==> src/rtl/req_index_encoder_pkg.sv <==
// Shared definitions for the request-vector to binary-index serializer.
package req_index_encoder_pkg;

    typedef enum logic {
        IDLE = 1'b0,
        EMIT = 1'b1
    } state_t;

endpackage

==> src/rtl/req_index_encoder_lsb_prio_enc.sv <==
// Lowest-set-bit priority encoder: index, isolated one-hot and non-zero flag.
// Purely combinational; no latency, no backpressure.
module lsb_prio_enc #(
    parameter int n = 2,
    parameter int m = 4
) (
    input  logic [m-1:0] v,
    output logic [n-1:0] idx,
    output logic [m-1:0] onehot,
    output logic         any
);

    // Scan from the top so the lowest set bit wins the last assignment.
    always_comb begin
        idx = '0;
        for (int i = m - 1; i >= 0; i--) begin
            if (v[i]) begin
                idx = i[n-1:0];
            end
        end
    end

    assign onehot = v & (~v + m'(1));
    assign any    = |v;

endmodule

==> src/rtl/req_index_encoder.sv <==
// Serializes a captured request vector into binary indices, lowest bit first.
// Index valid the cycle after load, one per cycle; outputs hold while out_ready is low.
module req_index_encoder
    import req_index_encoder_pkg::*;
#(
    parameter int n = 2,
    parameter int m = 4
) (
    input  logic         clk,
    input  logic         reset_n,
    input  logic         load,
    input  logic [m-1:0] in_vec,
    output logic         busy,
    output logic         out_valid,
    input  logic         out_ready,
    output logic [n-1:0] out_idx,
    output logic [m-1:0] out_onehot,
    output logic         done
);

    state_t         state, state_nxt;
    logic [m-1:0]   pending, pending_nxt;
    logic           done_nxt;
    logic [n-1:0]   enc_idx;
    logic [m-1:0]   enc_onehot;
    logic           enc_any;
    logic [m-1:0]   remaining;

    lsb_prio_enc #(.n(n), .m(m)) u_enc (
        .v      (pending),
        .idx    (enc_idx),
        .onehot (enc_onehot),
        .any    (enc_any)
    );

    assign remaining = pending & ~enc_onehot;

    always_comb begin
        state_nxt   = state;
        pending_nxt = pending;
        done_nxt    = 1'b0;
        unique case (state)
            IDLE: begin
                if (load) begin
                    pending_nxt = in_vec;
                    if (in_vec != '0) begin
                        state_nxt = EMIT;
                    end else begin
                        done_nxt = 1'b1;
                    end
                end
            end
            EMIT: begin
                if (out_ready) begin
                    pending_nxt = remaining;
                    if (remaining == '0) begin
                        state_nxt = IDLE;
                        done_nxt  = 1'b1;
                    end
                end
            end
            default: state_nxt = IDLE;
        endcase
    end

    always_ff @(posedge clk or negedge reset_n) begin
        if (!reset_n) begin
            state   <= IDLE;
            pending <= '0;
            done    <= 1'b0;
        end else begin
            state   <= state_nxt;
            pending <= pending_nxt;
            done    <= done_nxt;
        end
    end

    // Decoded from registered state only, so outputs are stable between edges.
    assign busy       = (state == EMIT);
    assign out_valid  = (state == EMIT) && enc_any;
    assign out_idx    = out_valid ? enc_idx : '0;
    assign out_onehot = out_valid ? enc_onehot : '0;

endmodule
==> config.mk <==
export PLATFORM = sky130hd
export DESIGN_NAME = req_index_encoder
export DESIGN_NICKNAME = d
export VERILOG_FILES = /design/src/rtl/req_index_encoder_pkg.sv /design/src/rtl/req_index_encoder_lsb_prio_enc.sv /design/src/rtl/req_index_encoder.sv
export SDC_FILE = /design/constraint.sdc
export NUM_CORES = 1
export LEC_CHECK = 0
export ABC_AREA = 1
export CORE_AREA = 4 4 41 43
export DETAILED_ROUTE_END_ITERATION = 7
export DIE_AREA = 0 0 45 47
export GPL_TIMING_DRIVEN = 0
export PLACE_DENSITY = 0.68
export SETUP_SLACK_MARGIN = 0.3
export SLEW_MARGIN = 20
export SYNTH_ARGS = -nofsm -noshare
export SYNTH_HDL_FRONTEND = slang
export SYNTH_HIERARCHICAL = 1
export SYNTH_SLANG_ARGS = --single-unit
==> constraint.sdc <==
create_clock -name clk -period 3 [get_ports clk]
set_clock_uncertainty 0.15 [all_clocks]
set_input_delay 0.6 -clock clk [delete_from_list [all_inputs] [get_ports clk]]
set_output_delay 0.6 -clock clk [all_outputs]
set_load 0.05 [all_outputs]
==> impl_metrics.yaml <==
floorplanning:
  die_w_um: 45
  start_util_pct: 39.13
  rows: 13
  die_area_mm2: 0.002115
  die_h_um: 47
  core-area_mm2: 0.001301
  ios: 17
timing:
  rsz0062_at_grt: "false"
  final.setup.worst_slack_ps: 736.5
  period_share_pct: 75.45
  fmax_mhz: 441.8
  finalHoldWorstSlack_ps: 437.6
  relSlewSlack_pct: 66.07
  setup_viol: 0
  min_period_ps: 2263
  finalHoldViolations: 0
  drv_slew: 0
  finalSetupTns_ps: 0
  tightest_slew_ps: 508.1
job:
  cap_violations: 0
global_routing:
  grt_overflow: 0
  grt_pass1_wl_um: 1738
  track_usage_pct: 11.69
  grt_pass1_vias: 446
  grt_start_max_net_pins: 9
  antenna_found_initial: 0
synthesis:
  synth_edf_count: 0
  seq_area_frac_synth_pct: 29.48
  synthesis.area_per_instance_um2: 6.790
  yosysMostFrequentCell: "nand2_1"
  synth_cells: 75
  synth_area_leader_cell: "dfrtp_1"
  synth_top_area_share_pct: 29.48
  ys_ff_latch: 6
  synth_ff_type: "dfrtp_1"
  synth_cell_types: 17
  synth_top_cells_by_count: "nand2_1 (18), nor2_1 (17), inv_1 (8)"
  syn-cell-area_um2: 509.2
  ys_top_cells_by_area: "dfrtp_1 (29%), nand2_1 (13%), nor2_1 (13%)"
  synth_warnings: 6
  ys_async_sr_fraction_pct: 100.0
  synth_nets: 83
routing:
  wirelength_um: 1050
  first_iter_violations: 7
  drcViolationCount: 0
  viasPerCell: 4.587
  wl_per_cell_um: 9.633
  dr.pass1.iters: 3
  ant_nets: 0
  vias: 500
place:
  detailedPlace.worstSlack_ps: 613.3
  port_buffers: 16
  placed_cells: 106
  routabilityCongestion: 0.7345
  dpl_cell_area_um2: 688.2
  dpl.hpwl_um: 860.9
clock_tree:
  cts_sinks: 6
  cts_tree: "yes"
  cts_buffer_depth: 2
  numCtsBuffers: 3
  postCtsSetupBuffers: 0
  clk_pin_slew_ps: 40
  cts_root_buf: "clkbuf_4"
  htreeDepth: 1
  clk_latency_ps: 250
cells_and_area:
  final_util_pct: 55.96
  fin_cells: 109
  drive_above_1_share_pct: 22.34
  num_antenna_cells: 0
  nNetsFinal: 104
  design_area_um2: 728.2
  area_growth_pct: 43.00
worst_setup_path:
  criticalPathCategory: "flop to output port"
  reg2reg_slack_ps: 1680
  r2r_cells: 8
  path_max_fanout: 7
  cp_data_required_time_ps: 2250
  arrival_ps: 1510
  critPathLaunchType: "flop"
  end_kind: "output port"
power:
  p_leak_nw: 0.4560
  p_per_area_mw_per_mm2: 1138
  peakVddDrop_v: 0.0003946
  power.total_mw: 0.8286
outcome:
  status: "finished, final reports clean"
hold_path:
  hp-class: "input port to asynchronous set/reset pin"
==> cells in the final DEF (no fill, tap or decap) <==
cell and n:
nand2_1 18, clkbuf_4 3, dlymetal6s2s_1 7, nand3_4 1, buf_6 1, inv_2 4
dfrtp_1 6, a21oi_1 1, o21ai_2 5, buf_4 1, inv_1 8, nand2_8 1
nor2_1 17, clkdlybuf4s50_1 9, nand2_2 1, nand4_1 1, nand3_1 6, nor2_2 1
inv_4 1, nand2_4 2
==> repair_timing <==
item	4_1_cts	5_1_grt
setup endpoints to repair	0	7
gates resized for setup	0	7
hold buffers	0	0
==> where the power goes <==
part	total (mW)	switching, mW	leakage [nW]	internal [mW]
sequential	0.144	0.0304	0.0753	0.114
clock	0.0760	0.0306	0.0138	0.0453
combinational	0.608	0.405	0.367	0.203
total	0.829	0.466	0.456	0.362
==> worst paths after layout <==
check | to | start
setup / recovery | out_onehot[1] | pending[2]$_DFFE_PN0P_
hold / removal | pending[2]$_DFFE_PN0P_ | reset_n
setup reg to reg | busy$_DFF_PN0_ | pending[0]$_DFFE_PN0P_
hold reg to reg | pending[0]$_DFFE_PN0P_ | pending[0]$_DFFE_PN0P_
max in group asynchronous | busy$_DFF_PN0_ | reset_n
min in group clk | pending[0]$_DFFE_PN0P_ | pending[0]$_DFFE_PN0P_
==> sequential cells by signal (all words and copies together), names as in the netlist <==
name     count
pending      4
busy         1
done         1
==> metal layers <==
metal,part of all wire (%),wire length [um],GRT usage [%],up-vias
met2,49,510,18.64,14
li1,-,-,-,271
met5,0,0,0,-
met4,2.2,23,10.53,0
met1,43,447,13.19,212
met3,6.6,69,2.299,3
==> logic make-up (layout without fill, tap and decap cells) <==
kind of cell / count (synthesis) / in the layout / synth area share (%)
compound gates: 6 / 6 / 9.581
simple gates: 48 / 48 / 47.18
buf+inv: 15 / 34 / 13.76
flops: 6 / 6 / 29.48
==> critical path, stage by stage (launching register included) <==
cell and delay, ps:
dfrtp_1 410, nor2_1 80, nand3_1 70, nand2_1 150, nor2_1 130, dlymetal6s2s_1 430
==> cell type report <==
class	instances	area, um2
Clock buffer	3	22.52
Inverter	13	51.30
Buffer	2	18.77
Tap cell	15	18.77
Multi-Input combinational cell	54	289.0
Timing Repair Buffer	16	177.7
Fill cell	130	573.1
Sequential cell	6	150.1
Power figures use the tool's default switching activity.
